==> src/rtl/ethernet_header_pkg.sv <==
// Shared Ethernet receive definitions: FSM states, framing constants,
// header layout and CRC-32 helpers.
package ethernet_header_pkg;

    typedef enum logic [2:0] {
        ST_IDLE,
        ST_PREAMBLE,
        ST_HEADER,
        ST_PAYLOAD,
        ST_DISCARD
    } rx_state_t;

    localparam int PREAMBLE_SFD_BYTES = 8;
    localparam int HEADER_BYTES       = 14;
    localparam int FCS_BYTES          = 4;

    localparam logic [1:0] PREAMBLE_DIBIT = 2'b01;
    localparam logic [1:0] SFD_DIBIT      = 2'b11;

    typedef struct packed {
        logic [47:0] dest_mac;
        logic [47:0] src_mac;
        logic [15:0] ethertype;
    } eth_header_t;

    localparam logic [31:0] CRC32_POLY = 32'h04C11DB7;
    localparam logic [31:0] CRC32_INIT = 32'hFFFFFFFF;

    // Reflected CRC-32, LSB-first, one byte per call.
    function automatic logic [31:0] crc32_byte(input logic [31:0] crc, input logic [7:0] data);
        logic [31:0] poly_r;
        logic [31:0] c;
        for (int i = 0; i < 32; i++) begin
            poly_r[i] = CRC32_POLY[31-i];
        end
        c = crc ^ {24'd0, data};
        for (int i = 0; i < 8; i++) begin
            c = c[0] ? ((c >> 1) ^ poly_r) : (c >> 1);
        end
        return c;
    endfunction

endpackage

==> src/rtl/axis_byte_fifo.sv <==
// Synchronous 9-bit FIFO (payload byte + last flag) with full/empty flags;
// writes while full are dropped.
module axis_byte_fifo #(
    parameter int DEPTH = 16
) (
    input  logic       clk,
    input  logic       rst,
    input  logic       wr_en,
    input  logic [8:0] wr_data,
    input  logic       rd_en,
    output logic [8:0] rd_data,
    output logic       full,
    output logic       empty
);

    localparam int AW = $clog2(DEPTH);

    logic [8:0]  mem [DEPTH];
    logic [AW:0] wr_ptr;
    logic [AW:0] rd_ptr;
    logic        do_wr;
    logic        do_rd;

    assign empty = (wr_ptr == rd_ptr);
    assign full  = (wr_ptr[AW] != rd_ptr[AW]) && (wr_ptr[AW-1:0] == rd_ptr[AW-1:0]);
    assign do_wr = wr_en && !full;
    assign do_rd = rd_en && !empty;

    always_ff @(posedge clk or negedge rst) begin
        if (!rst) begin
            wr_ptr <= '0;
            rd_ptr <= '0;
        end else begin
            if (do_wr) wr_ptr <= wr_ptr + 1'b1;
            if (do_rd) rd_ptr <= rd_ptr + 1'b1;
        end
    end

    always_ff @(posedge clk) begin
        if (do_wr) mem[wr_ptr[AW-1:0]] <= wr_data;
    end

    assign rd_data = mem[rd_ptr[AW-1:0]];

endmodule

==> src/rtl/packet_recv.sv <==
// RMII receive front end: strips preamble/SFD, holds the MAC header, streams
// the payload without FCS. Optional FCS check under PACKET_RECV_FCS_CHECK_EN.
module packet_recv
    import ethernet_header_pkg::*;
#(
    parameter int PAYLOAD_FIFO_DEPTH  = 16,
    parameter int MIN_PREAMBLE_DIBITS = 4
) (
    input  logic        clk,
    input  logic        rst,
    input  logic [1:0]  RXD,
    input  logic        RXDV,
    output logic [7:0]  m_axis_tdata,
    output logic        m_axis_tvalid,
    output logic        m_axis_tlast,
    input  logic        m_axis_tready,
    output logic        header_valid,
    input  logic        header_rd,
    output logic [47:0] dest_mac,
    output logic [47:0] src_mac,
    output logic [15:0] ethertype
`ifdef PACKET_RECV_FCS_CHECK_EN
    ,
    output logic        bad_frame
`endif
);

    // state       | meaning
    // ST_IDLE     | no carrier, waiting for the first preamble dibit
    // ST_PREAMBLE | counting 01 dibits, waiting for the 11 SFD dibit
    // ST_HEADER   | assembling the 14 header bytes
    // ST_PAYLOAD  | streaming payload through the FCS delay line
    // ST_DISCARD  | malformed preamble, ignore until carrier drops

    localparam logic [7:0] MIN_PRE  = 8'(MIN_PREAMBLE_DIBITS);
    localparam logic [3:0] HDR_LAST = 4'(HEADER_BYTES - 1);
    localparam logic [2:0] DL_FULL  = 3'(FCS_BYTES);

    rx_state_t   state;
    rx_state_t   state_nx;

    logic [5:0]  sh6;
    logic [7:0]  dibit_byte;
    logic [1:0]  dibit_cnt;
    logic [7:0]  pre_cnt;
    logic [3:0]  hdr_cnt;
    logic        byte_done;
    logic        sfd_seen;
    logic        frame_end;

    logic        byte_stb;
    logic        byte_hdr;
    logic        byte_hlast;
    logic [7:0]  byte_data;
    logic        eof_stb;

    logic [103:0] hdr_sr;
    eth_header_t  hdr_q;

    logic [31:0] dline;
    logic [2:0]  dl_cnt;
    logic        dl_full;
    logic [7:0]  pend;
    logic        pend_valid;

    logic        push_valid;
    logic [8:0]  push_word;
    logic [8:0]  fifo_word;
    logic        fifo_full;
    logic        fifo_empty;

    assign dibit_byte = {RXD, sh6};
    assign byte_done  = RXDV && (dibit_cnt == 2'd3) &&
                        ((state == ST_HEADER) || (state == ST_PAYLOAD));
    assign sfd_seen   = (state == ST_PREAMBLE) && (state_nx == ST_HEADER);
    assign frame_end  = (state == ST_PAYLOAD) && !RXDV;

    always_ff @(posedge clk or negedge rst) begin
        if (!rst) state <= ST_IDLE;
        else      state <= state_nx;
    end

    always_comb begin
        state_nx = state;
        case (state)
            ST_IDLE: begin
                if (RXDV && (RXD == PREAMBLE_DIBIT)) state_nx = ST_PREAMBLE;
            end
            ST_PREAMBLE: begin
                if (!RXDV)                                       state_nx = ST_IDLE;
                else if (RXD == PREAMBLE_DIBIT)                  state_nx = ST_PREAMBLE;
                else if ((RXD == SFD_DIBIT) && (pre_cnt >= MIN_PRE)) state_nx = ST_HEADER;
                else                                             state_nx = ST_DISCARD;
            end
            ST_HEADER: begin
                if (!RXDV)                                  state_nx = ST_IDLE;
                else if (byte_done && (hdr_cnt == HDR_LAST)) state_nx = ST_PAYLOAD;
            end
            ST_PAYLOAD: begin
                if (!RXDV) state_nx = ST_IDLE;
            end
            ST_DISCARD: begin
                if (!RXDV) state_nx = ST_IDLE;
            end
            default: state_nx = ST_IDLE;
        endcase
    end

    // Dibit/byte assembly; completed bytes are registered and acted on one edge later.
    always_ff @(posedge clk or negedge rst) begin
        if (!rst) begin
            sh6        <= '0;
            dibit_cnt  <= '0;
            pre_cnt    <= '0;
            hdr_cnt    <= '0;
            byte_stb   <= 1'b0;
            byte_hdr   <= 1'b0;
            byte_hlast <= 1'b0;
            byte_data  <= '0;
            eof_stb    <= 1'b0;
        end else begin
            byte_stb <= byte_done;
            eof_stb  <= frame_end;
            if (byte_done) begin
                byte_data  <= dibit_byte;
                byte_hdr   <= (state == ST_HEADER);
                byte_hlast <= (state == ST_HEADER) && (hdr_cnt == HDR_LAST);
            end
            if (RXDV && ((state == ST_HEADER) || (state == ST_PAYLOAD))) begin
                dibit_cnt <= dibit_cnt + 2'd1;
                sh6       <= dibit_byte[7:2];
            end else begin
                dibit_cnt <= '0;
            end
            if (state == ST_IDLE) begin
                pre_cnt <= 8'd1;
            end else if ((state == ST_PREAMBLE) && (RXD == PREAMBLE_DIBIT) && (pre_cnt != 8'hFF)) begin
                pre_cnt <= pre_cnt + 8'd1;
            end
            if (sfd_seen) begin
                hdr_cnt <= '0;
            end else if (byte_done && (state == ST_HEADER)) begin
                hdr_cnt <= hdr_cnt + 4'd1;
            end
        end
    end

    assign dl_full = (dl_cnt == DL_FULL);

    // The newest four bytes may be FCS, so a payload byte is released only
    // once four more bytes have arrived behind it.
    always_ff @(posedge clk or negedge rst) begin
        if (!rst) begin
            hdr_sr       <= '0;
            hdr_q        <= '0;
            header_valid <= 1'b0;
            dline        <= '0;
            dl_cnt       <= '0;
            pend         <= '0;
            pend_valid   <= 1'b0;
        end else begin
            if (byte_stb && byte_hdr) hdr_sr <= {hdr_sr[95:0], byte_data};
            if (byte_stb && byte_hlast) begin
                hdr_q        <= {hdr_sr, byte_data};
                header_valid <= 1'b1;
            end else if (header_rd) begin
                header_valid <= 1'b0;
            end
            if (eof_stb) begin
                dline      <= '0;
                dl_cnt     <= '0;
                pend_valid <= 1'b0;
            end else if (byte_stb && !byte_hdr) begin
                dline <= {dline[23:0], byte_data};
                if (dl_full) begin
                    pend       <= dline[31:24];
                    pend_valid <= 1'b1;
                end else begin
                    dl_cnt <= dl_cnt + 3'd1;
                end
            end
        end
    end

    assign push_valid = pend_valid && (eof_stb || (byte_stb && !byte_hdr && dl_full));
    assign push_word  = {eof_stb, pend};

    axis_byte_fifo #(
        .DEPTH(PAYLOAD_FIFO_DEPTH)
    ) u_fifo (
        .clk     (clk),
        .rst     (rst),
        .wr_en   (push_valid),
        .wr_data (push_word),
        .rd_en   (m_axis_tready),
        .rd_data (fifo_word),
        .full    (fifo_full),
        .empty   (fifo_empty)
    );

    assign m_axis_tvalid = !fifo_empty;
    assign m_axis_tdata  = fifo_empty ? 8'd0 : fifo_word[7:0];
    assign m_axis_tlast  = !fifo_empty && fifo_word[8];

    assign dest_mac  = hdr_q.dest_mac;
    assign src_mac   = hdr_q.src_mac;
    assign ethertype = hdr_q.ethertype;

`ifdef PACKET_RECV_FCS_CHECK_EN
    logic [31:0] crc;
    logic [31:0] fcs_rx;

    // CRC covers header bytes and each payload byte as it leaves the delay line.
    always_ff @(posedge clk or negedge rst) begin
        if (!rst) begin
            crc <= CRC32_INIT;
        end else if (sfd_seen) begin
            crc <= CRC32_INIT;
        end else if (byte_stb && byte_hdr) begin
            crc <= crc32_byte(crc, byte_data);
        end else if (byte_stb && dl_full) begin
            crc <= crc32_byte(crc, dline[31:24]);
        end
    end

    assign fcs_rx    = {dline[7:0], dline[15:8], dline[23:16], dline[31:24]};
    assign bad_frame = eof_stb && pend_valid && ((~crc) != fcs_rx);
`endif

    logic unused_ok;
    assign unused_ok = fifo_full;

endmodule

==> config.mk <==
export PLATFORM = sky130hd
export DESIGN_NAME = packet_recv
export DESIGN_NICKNAME = d
export VERILOG_FILES = /design/src/rtl/ethernet_header_pkg.sv /design/src/rtl/axis_byte_fifo.sv /design/src/rtl/packet_recv.sv
export SDC_FILE = /design/constraint.sdc
export NUM_CORES = 1
export LEC_CHECK = 0
export BUFFER_PORTS_ARGS = -buffer_cell sky130_fd_sc_hd__clkbuf_2
export CORE_MARGIN = 5
export CORE_UTILIZATION = 62
export DETAILED_ROUTE_END_ITERATION = 10
export PLACE_DENSITY = 0.89
export SLEW_MARGIN = 15
export SYNTH_ARGS = -nofsm -noshare
export SYNTH_HDL_FRONTEND = slang
export SYNTH_SLANG_ARGS = --single-unit
==> constraint.sdc <==
create_clock -name clk -period 6.58 [get_ports clk]
set_clock_uncertainty 0.2 [all_clocks]
set_input_delay 0 -clock clk [delete_from_list [all_inputs] [get_ports clk]]
set_output_delay 0 -clock clk [all_outputs]
set_load 0.03 [all_outputs]
==> impl_metrics.csv, run 1 <==
group,metric,value,unit
status,status,"complete, no violations",
route,num_vias,9593,
route,detail-route-antenna-nets,0,
sta,hold_viol,0,
layout,finalNetCount,1248,
route,vias_per_cell,5.85,
placement,place_congestion,0.813,
worst_setup_path,worstSetupPathType,"register to output pin",
worst_setup_path,crit_slowest_cell,"mux4_2",
run,drv_cap,0,
logic_synthesis,async_flop_share,68.0,%
placement,dpl_worst_slack,3.72,ns
grt,grt_pass1_wl,57100,um
route,drc,0,
route,routed_wl,35000,um
power_and_ir_drop,power,5.88,mW
route,drt-initial-drc-count,825,
sta,setup_viol,0,
clock_tree,cts_buffers,43,
clock_tree,cts_tree,"yes",
grt,grt_overflow,0,
floorplan,die_h,178,um
clock_tree,cts_hold_buffers,8,
worst_setup_path,critPathLaunchType,"register",
logic_synthesis,netlist_area,0.0175,mm2
logic_synthesis,ys.flop_type,"dfrtp_1",
sta,finalSetupTns,0,ns
worst_setup_path,slowest_delay,0.59,ns
floorplan,io_pins,130,
route,first_pass_iters,5,
floorplan,core_area,0.0278,mm2
placement,io_buffers,129,
logic_synthesis,synth.area.top_cells,"dfrtp_1 44%, edfxtp_1 25%, mux2_2 15%, mux4_2 4.6%, nand2_1 2.2%",
grt,grt_max_degree,182,
sta,fmax,332,MHz
placement,place_inst,1553,
sta,holdWs,0.0617,ns
logic_synthesis,yosys_register_bits,450,
logic_synthesis,synth_largest_area_cell,"dfrtp_1",
power_and_ir_drop,cellPowerDensity,296,mW/mm2
floorplan,die-area,0.0316,mm2
logic_synthesis,yosysSeqAreaShare,68.6,%
worst_hold_path,min_path_cells,3,
placement,place_area,0.0184,mm2
clock_tree,clkSinkCount,450,
floorplan,num_rows,61,
worst_setup_path,cp_cell_sequence,"buf_4 -> mux4_2 -> a22oi_1 -> a21oi_1 -> clkbuf_2",
layout,final_cell_mix,"305 x dfrtp_1, 229 x mux2_2, 144 x edfxtp_1",
layout,final_core_util,71.5,%
floorplan,initial_utilization,62.9,%
worst_hold_path,hp-class,"input port to register",
sta,layout_min_cycle_time,3.01,ns
sta,finalCritPeriodShare,45.8,%
clock_tree,clockBufferDepth,3,
sta,worst_pin_slew,1.07,ns
sta,rsz0062_at_grt,"no",
worst_setup_path,crit_fanout,39,
logic_synthesis,yosysWarnings,0,
clock_tree,ctsHtreeMaxLevel,2,
layout,instances_no_fill,1640,
logic_synthesis,synth.distinct_cells,52,
clock_tree,ctsResizeCount,0,
worst_setup_path,path_buf_inv,2,
route,wl_per_cell,21.4,um
worst_hold_path,hold_end,"header_valid",
clock_tree,post_cts_buffers,0,
worst_setup_path,endpoint_kind,"output pin",
sta,final_max_slew_viol_count,0,
worst_setup_path,cp.arrival,2.81,ns
grt,grt_pass1_vias,10027,
layout,area_growth,13.7,%
logic_synthesis,syn_nets,1110,
logic_synthesis,yosys.area.top_type_share,43.8,%
logic_synthesis,synth_edf_count,144,
power_and_ir_drop,ir_drop,227,uV
logic_synthesis,netlist_instances,1091,
layout,final_area,0.0199,mm2
worst_setup_path,rrSetupSlack,3.72,ns
worst_setup_path,r2r-start,"eof_stb",
power_and_ir_drop,leakage,8.95,nW
layout,final_common_cell,"dfrtp_1",
grt,antenna_found_initial,0,
clock_tree,ctsRootBufferMaster,"clkbuf_16",
sta,slew_headroom,28.4,%
grt,grt_use_total,23.2,%
placement,hpwl,21500,um
worst_setup_path,critPathTopFamily,"buffers and inverters",
clock_tree,cts.clk_slew.worst_paths,0.06,ns
worst_hold_path,worstHoldStart,"header_rd",
floorplan,die_x,178,um
worst_setup_path,ff2ff_path_depth,4,
logic_synthesis,avgSynthCellArea,16.0,um2
layout,drive_gt1_share,37.6,%
clock_tree,clkLatencyLatePin,0.53,ns
worst_setup_path,r2r-end,"u_fifo.mem[10][2]",
layout,n_antenna_cell,0,
worst_setup_path,cp.required,6.38,ns
sta,postLayoutSetupSlackWorst,3.57,ns
worst max path at each step:
stage	from	endpoint	slack, ns	cells after the start
5_1_grt	u_fifo.rd_ptr[0]	m_axis_tdata[6]	3.45	5
2_1_floorplan	dl_cnt[0]	u_fifo.mem[15][0]	4.12	5
3_5_place_dp	eof_stb	u_fifo.mem[10][2]	3.72	4
6_report	u_fifo.rd_ptr[0]	m_axis_tdata[6]	3.57	5
3_3_place_gp	eof_stb	u_fifo.mem[13][0]	3.86	4
4_1_cts	u_fifo.rd_ptr[0]	m_axis_tdata[6]	3.55	5
cell families (layout without fill, tap and decap cells):
kind of cell	count (synthesis)	after routing	synth area share (%)
mux	269	269	19.7
buf+inv	72	243	1.89
xor+xnor	19	19	0.952
compound gates	94	94	3.31
flops	450	450	68.6
simple gates	175	175	4.76
fa+ha+maj	12	12	0.859
where the power goes:
| group | switching (mW) | internal, mW |
|---|---|---|
| clock | 1.00 | 1.34 |
| combinational | 0.408 | 0.209 |
| sequential | 0.0254 | 2.89 |
Yosys cell counts (all sizes together) (2+ instances only):
| library cell | count |
|---|---|
| buf | 39 |
| o31ai | 3 |
| inv | 18 |
| nand3 | 12 |
| o21ai | 5 |
| ha | 12 |
| and2 | 7 |
| clkbuf | 14 |
| and3 | 14 |
| nand4 | 2 |
| nor2b | 5 |
| dfrtp | 306 |
| mux2 | 231 |
| mux2i | 2 |
| nor2 | 15 |
| nor3 | 3 |
| or4 | 2 |
| a211oi | 5 |
| xnor2 | 7 |
| a21oi | 54 |
| edfxtp | 144 |
| a22oi | 18 |
| and4 | 2 |
| and4b | 2 |
| xor2 | 12 |
| mux4 | 36 |
| nor4 | 2 |
| nor3b | 3 |
| nand2 | 102 |
state kept, by name, summed over array words and instances, names as in the netlist, 2 cells and up:
name           count
pre_cnt            8
u_fifo.mem       144
hdr_sr           104
dline             32
u_fifo.wr_ptr      5
byte_data          8
ethertype         16
pend               8
sh6                6
u_fifo.rd_ptr      5
dibit_cnt          2
state              3
hdr_cnt            4
dl_cnt             3
dest_mac          48
src_mac           48
routing by layer:
layer	routed length [um]	up-vias	part of all wire, %	GRT usage, %
met5	0	-	0	0
met4	954	0	2.7	6.83
met3	2310	61	6.6	4.86
met2	17700	313	50	39.2
met1	14100	4954	40	30.9
li1	-	4265	-	-
worst min-delay path, stage by stage:
cell and delay (ns):
dlygate4sd3_1 0.53, clkbuf_2 0.10, o21ai_0 0.09
area by class of cell:
class                           instances  area (um2)
Fill cell                            1786        7920
Timing Repair Buffer                  146         823
Sequential cell                       450       12000
Clock buffer                           61        1190
Inverter                               19        71.3
Clock inverter                         17         138
Multi-Input combinational cell        569        5180
Tap cell                              378         473
Note: power is estimated with default switching activity, not from simulation.
==> run 2, diff against run 1 <==
--- a/config.mk
+++ b/config.mk
@@ -5,11 +5,12 @@
 export SDC_FILE = /design/constraint.sdc
 export NUM_CORES = 1
 export LEC_CHECK = 0
+export ABC_AREA = 1
 export BUFFER_PORTS_ARGS = -buffer_cell sky130_fd_sc_hd__clkbuf_2
 export CORE_MARGIN = 5
-export CORE_UTILIZATION = 62
+export CORE_UTILIZATION = 54
 export DETAILED_ROUTE_END_ITERATION = 10
-export PLACE_DENSITY = 0.89
+export PLACE_DENSITY = 0.82
 export SLEW_MARGIN = 15
 export SYNTH_ARGS = -nofsm -noshare
 export SYNTH_HDL_FRONTEND = slang
==> constraint.sdc (replaced) <==
create_clock -name clk -period 2.65 [get_ports clk]
set_clock_uncertainty 0.2 [all_clocks]
set_input_delay 0 -clock clk [delete_from_list [all_inputs] [get_ports clk]]
set_output_delay 0 -clock clk [all_outputs]
set_load 0.03 [all_outputs]
==> run 2 against run 1 <==
Total power rose by 140%; core utilization fell by 8.4 points; setup slack got worse by 3.4 ns; non-clock buffer count rose by 16.
==> impl_metrics.csv, run 2 <==
group,metric,value,unit
worst_setup_path,crit_fanout,21,
logic_synthesis,async_flop_share,68.0,%
logic_synthesis,yosys.area.top_type_share,42.3,%
worst_setup_path,worstSetupPathType,"register to register",
layout,final_cell_mix,"551 x nand2_1, 305 x dfrtp_1, 276 x inv_1",
logic_synthesis,synth.area.top_cells,"dfrtp_1 42%, edfxtp_1 24%, nand2_1 11%, o21ai_0 6.8%, inv_1 5.7%",
layout,area_growth,16.0,%
worst_hold_path,worstHoldStart,"RXDV",
route,num_vias,13058,
worst_setup_path,critPathLaunchType,"register",
sta,finalSetupTns,0,ns
floorplan,die-area,0.0373,mm2
sta,hold_viol,0,
clock_tree,cts_buffers,45,
sta,layout_min_cycle_time,2.50,ns
layout,instances_no_fill,2459,
clock_tree,clkSinkCount,450,
power_and_ir_drop,cellPowerDensity,669,mW/mm2
floorplan,num_rows,67,
logic_synthesis,synth_largest_area_cell,"dfrtp_1",
clock_tree,ctsHtreeMaxLevel,2,
power_and_ir_drop,ir_drop,606,uV
worst_hold_path,hp-class,"input port to register",
power_and_ir_drop,leakage,9.72,nW
worst_setup_path,cp_cell_sequence,"inv_1 -> ha_1 -> nand2_1 -> a211oi_4 -> nand2_1 -> buf_12 -> nor2_1",
layout,largest_reg_flops,144,
logic_synthesis,netlist_instances,1847,
sta,worst_pin_slew,0.887,ns
placement,place_inst,2366,
status,status,"complete, no violations",
placement,hpwl,25800,um
clock_tree,clkLatencyLatePin,0.55,ns
worst_hold_path,hold_end,"eof_stb",
logic_synthesis,syn_nets,1866,
clock_tree,cts.clk_slew.worst_paths,0.06,ns
logic_synthesis,synth_edf_count,144,
worst_setup_path,critPathMostFrequentCell,"nand2_1",
logic_synthesis,synth.distinct_cells,29,
floorplan,core_area,0.0333,mm2
worst_setup_path,r2r-end,"u_fifo.mem[8][6]",
floorplan,initial_utilization,54.4,%
placement,io_buffers,129,
clock_tree,ctsRootBufferMaster,"clkbuf_16",
logic_synthesis,yosysSeqAreaShare,66.2,%
clock_tree,cts_tree,"yes",
logic_synthesis,ys_top_cells_by_count,"553 x nand2_1, 306 x dfrtp_1, 276 x inv_1, 245 x o21ai_0, 144 x edfxtp_1",
route,drt-initial-drc-count,1355,
worst_setup_path,r2r-start,"dl_cnt[0]",
power_and_ir_drop,power,14.0,mW
grt,antenna_found_initial,0,
worst_setup_path,endpoint_kind,"register",
sta,slew_headroom,40.9,%
route,drc,0,
worst_setup_path,cp.required,2.62,ns
grt,grt_pass1_wl,65800,um
floorplan,io_pins,130,
logic_synthesis,yosysMostFrequentCell,"nand2_1",
logic_synthesis,ys.flop_type,"dfrtp_1",
logic_synthesis,yosysWarnings,0,
worst_setup_path,ff2ff_path_depth,7,
logic_synthesis,avgSynthCellArea,9.80,um2
grt,grt_pass1_vias,12931,
layout,final_common_cell,"nand2_1",
sta,rsz0062_at_grt,"no",
worst_setup_path,slowest_delay,0.56,ns
layout,finalNetCount,1994,
sta,holdWs,0.0552,ns
layout,n_antenna_cell,0,
placement,place_congestion,0.843,
worst_setup_path,rrSetupSlack,0.15,ns
route,detail-route-antenna-nets,0,
sta,setup_viol,0,
worst_setup_path,cp.arrival,2.47,ns
floorplan,die_h,193,um
route,wl_per_cell,16.6,um
worst_setup_path,crit_slowest_cell,"nor2_1",
layout,final_core_util,63.1,%
worst_hold_path,min_path_cells,3,
clock_tree,clockBufferDepth,3,
floorplan,die_x,193,um
logic_synthesis,yosys_register_bits,450,
route,routed_wl,40700,um
grt,grt_overflow,0,
route,vias_per_cell,5.31,
grt,grt_use_total,22.1,%
layout,drive_gt1_share,12.6,%
route,first_pass_iters,6,
sta,fmax,400,MHz
logic_synthesis,netlist_area,0.0181,mm2
sta,finalCritPeriodShare,94.4,%
run,drv_cap,0,
grt,grt_max_degree,209,
sta,final_max_slew_viol_count,0,
[run 2: cell count changes after synthesis, sizes merged, moves of 28 or more]
| cell | delta |
|---|---|
| clkbuf | +32 |
| mux4 | -36 |
| nand3 | +92 |
| inv | +263 |
| o22ai | +28 |
| mux2 | -223 |
| o21ai | +240 |
| nand2 | +452 |
| a21oi | -37 |
[run 2: worst max-delay path by stage]
stage	cells past startpoint	slack, ns	endpoint	startpoint
after floorplan	7	0.28	u_fifo.mem[12][0]	eof_stb
after global placement	7	0.26	u_fifo.mem[11][7]	dl_cnt[0]
after detailed placement	7	0.11	u_fifo.mem[11][2]	dl_cnt[0]
after CTS	10	0.01	m_axis_tdata[3]	u_fifo.rd_ptr[0]
after global routing	7	0.007	u_fifo.mem[6][3]	dl_cnt[0]
final	7	0.15	u_fifo.mem[8][6]	dl_cnt[0]
[run 2: stage by stage]
step	instance area, um2	setup WS [ns]
CTS	21000	0.0149
detailed placement	19300	0.108
floorplan	18100	0.279
global route	21000	0.00738
global placement	19300	0.261
finish	21000	0.148
[run 2: kinds of logic after synthesis]
| family | synth area share (%) |
|---|---|
| multiplexers | 0.498 |
| flip-flops | 66.2 |
| adder cells (fa/ha/maj) | 0.830 |
| AO/OA/AOI/OAI | 8.44 |
| XOR/XNOR | 0.678 |
| AND/OR/NAND/NOR | 15.6 |
| buffers and inverters | 7.78 |
[run 2: timing repair]
action                                  4_1_cts  5_1_grt
gates resized for setup                       1        5
buffers inserted                              0        0
hold endpoints to repair                    344        0
hold buffers                                 10        0
endpoints found under the setup margin        9       20
[run 2: report_power, final]
| group | internal [mW] | total (mW) | leakage [nW] | switching, mW |
|---|---|---|---|---|
| registers | 7.14 | 7.14 | 5.28 | 0.00285 |
| logic | 0.0335 | 0.146 | 3.68 | 0.113 |
| clock network | 4.05 | 6.75 | 0.767 | 2.70 |
| total | 11.2 | 14.0 | 9.72 | 2.81 |
[run 2: area by class of cell]
| type | count | area, um2 |
|---|---|---|
| inverters | 284 | 1070 |
| repair buffers | 162 | 1040 |
| clock inverters | 28 | 418 |
| flip-flops and latches | 450 | 12000 |
| clock buffers | 55 | 1190 |
| well taps | 448 | 561 |
| multi-input cells | 1032 | 4730 |
| fillers | 2515 | 12300 |
[run 2: routing by layer]
layer	routed length (um)	vias up	GRT usage (%)	part of all wire, %
li1	-	6131	-	-
met1	16300	6306	29.6	40
met2	19600	504	35.5	48
met3	3230	117	5.08	7.9
met5	0	-	0	0
met4	1620	0	8.77	4.0
[run 2: critical path: cells and delay by family (launching register included)]
kind / cells / cell delay [ns]
flops: 1 / 0.38
compound gates: 1 / 0.27
fa+ha+maj: 1 / 0.18
buf+inv: 2 / 0.28
simple gates: 3 / 0.80
==> run 3, diff against run 2 <==
--- a/config.mk
+++ b/config.mk
@@ -7,7 +7,6 @@
 export LEC_CHECK = 0
 export ABC_AREA = 1
 export BUFFER_PORTS_ARGS = -buffer_cell sky130_fd_sc_hd__clkbuf_2
-export CORE_MARGIN = 5
 export CORE_UTILIZATION = 54
 export DETAILED_ROUTE_END_ITERATION = 10
 export PLACE_DENSITY = 0.82
==> run 3 against run 2 <==
Clock-buffer cell count is 8 higher; worst hold slack improved by 0.024 ns; sequential power about the same; combinational power about the same; critical path type is now register to output pin; critical path depth increased by 3; clock power is 5.9% lower; cell count rose by 0.20%; via count down 2.0%; sequential share of layout area is 0.054 points higher; total power shrank 2.9%; die area down 8.1%.
==> impl_metrics.csv, run 3 (synthesized netlist as in run 2, its figures left out) <==
group,metric,value,unit
layout,final_core_util,64.0,%
floorplan,core_area,0.0328,mm2
route,num_vias,12797,
placement,place_area,0.0193,mm2
clock_tree,clkLatencyLatePin,0.56,ns
layout,n_antenna_cell,0,
worst_hold_path,hp-class,"input port to register",
layout,largest_reg_flops,144,
worst_setup_path,r2r-start,"dl_cnt[0]",
worst_setup_path,cp.required,2.45,ns
grt,grt_pass1_vias,12630,
sta,fmax,393,MHz
worst_setup_path,worstSetupPathType,"register to output pin",
sta,hold_viol,0,
run,drv_cap,0,
layout,drive_gt1_share,12.8,%
grt,grt_pass1_wl,65000,um
floorplan,initial_utilization,55.2,%
layout,fillers,2514,
sta,finalCritPeriodShare,96.1,%
clock_tree,cts_buffers,45,
sta,final_max_slew_viol_count,0,
clock_tree,cts_tree,"yes",
sta,slew_headroom,39.0,%
layout,finalNetCount,2006,
route,drc,0,
grt,grt_use_total,24.4,%
grt,grt_max_degree,86,
worst_setup_path,endpoint_kind,"output pin",
clock_tree,ctsHtreeMaxLevel,2,
worst_setup_path,worstSetupEndpoint,"m_axis_tdata[4]",
sta,setup_viol,0,
power_and_ir_drop,ir_drop,626,uV
route,drt-initial-drc-count,1019,
sta,worst_pin_slew,0.914,ns
layout,final_common_cell,"nand2_1",
worst_setup_path,r2r-end,"u_fifo.mem[10][0]",
sta,layout_min_cycle_time,2.55,ns
route,detail-route-antenna-nets,0,
placement,place_congestion,0.878,
status,status,"complete, no violations",
floorplan,num_rows,66,
clock_tree,clkSinkCount,450,
floorplan,die-area,0.0343,mm2
worst_setup_path,crit_fanout,55,
layout,final_cell_mix,"551 x nand2_1, 305 x dfrtp_1, 276 x inv_1",
worst_setup_path,cp.arrival,2.35,ns
worst_setup_path,crit_start,"u_fifo.rd_ptr[0]",
worst_setup_path,rrSetupSlack,0.15,ns
clock_tree,ctsRootBufferMaster,"clkbuf_16",
route,vias_per_cell,5.19,
sta,rsz0062_at_grt,"no",
route,first_pass_iters,5,
power_and_ir_drop,leakage,9.73,nW
clock_tree,cts.clk_slew.worst_paths,0.06,ns
worst_setup_path,ff2ff_path_depth,7,
floorplan,die_x,185,um
sta,finalSetupTns,0,ns
route,wl_per_cell,16.6,um
placement,io_buffers,129,
clock_tree,clockBufferDepth,3,
floorplan,die_h,185,um
worst_setup_path,critPathLaunchType,"register",
grt,antenna_found_initial,0,
route,routed_wl,40900,um
layout,final_area,0.0210,mm2
placement,hpwl,26000,um
power_and_ir_drop,cellPowerDensity,650,mW/mm2
floorplan,io_pins,130,
layout,area_growth,15.9,%
grt,grt_overflow,0,
[run 3: changes by cell type in the layout (fill, tap and decap cells not counted), moves of 3 or more]
| cell | before | now |
|---|---|---|
| bufinv_16 | 8 | 3 |
| clkinv_2 | 8 | 5 |
| clkbuf_2 | 128 | 125 |
| clkbuf_1 | 7 | 10 |
| clkinv_1 | 2 | 6 |
| clkbuf_8 | 3 | 8 |
| buf_4 | 14 | 26 |
| clkinvlp_4 | 6 | 3 |
[run 3: worst min path at each step]
stage | from | end | slack (ns) | depth (start not counted)
2_1_floorplan | rst | byte_data[0] | -0.50 | 0
3_3_place_gp | rst | dest_mac[20] | -0.14 | 1
3_5_place_dp | rst | dest_mac[12] | -0.14 | 1
4_1_cts | RXDV | eof_stb | 0.03 | 3
5_1_grt | RXDV | eof_stb | 0.1 | 3
6_report | RXDV | eof_stb | 0.08 | 3
[run 3: per-layer routing]
metal  vias to the layer above  routed length [um]  GRT usage [%]
li1                       6141                   -              -
met1                      6151               17000           32.1
met2                       418               19700           40.3
met3                        87                3100           5.92
met4                         0                1070           7.17
met5                         -                   0              0
[run 3: metrics by stage]
step / total power [mW] / hold WS, ns / instances / worst slack (ns)
floorplan: 7.30 / -0.496 / 1847 / 0.279
detailed placement: 7.42 / -0.137 / 2371 / 0.0993
global route: 14.0 / 0.0984 / 2464 / 0.0106
CTS: 13.7 / 0.0293 / 2462 / 0.0173
finish: 13.6 / 0.0794 / 2464 / 0.104
global placement: 7.41 / -0.143 / 2371 / 0.250
[run 3: worst max-delay path, stage by stage (launching register included)]
cell and delay [ns]:
dfrtp_2 0.42, buf_12 0.17, inv_2 0.08, buf_12 0.23
nand2_1 0.09, nand2_1 0.07, nand2_1 0.05, nand3_1 0.07
nand3_1 0.09, a21oi_1 0.22, clkbuf_2 0.25
[run 3: timing repair]
item | in CTS | in global routing
endpoints found under the hold margin | 344 | 0
endpoints found under the setup margin | 9 | 18
buffers inserted | 0 | 1
hold buffers | 9 | 0
gates resized for setup | 4 | 7
cloned | 0 | 1
[run 3: layout make-up]
type | count | area (um2) | share of cell area (%)
Clock inverter | 19 | 231 | 1.10
Tap cell | 442 | 553 | 2.64
Timing Repair Buffer | 174 | 1140 | 5.43
Inverter | 284 | 1070 | 5.09
Sequential cell | 450 | 12000 | 57.1
Multi-Input combinational cell | 1032 | 4730 | 22.5
Clock buffer | 63 | 1270 | 6.07
[run 3: power by group]
group | total [mW] | switching (mW) | internal (mW)
combinational | 0.143 | 0.113 | 0.0308
clock | 6.35 | 2.66 | 3.69
sequential | 7.14 | 0.00284 | 7.14
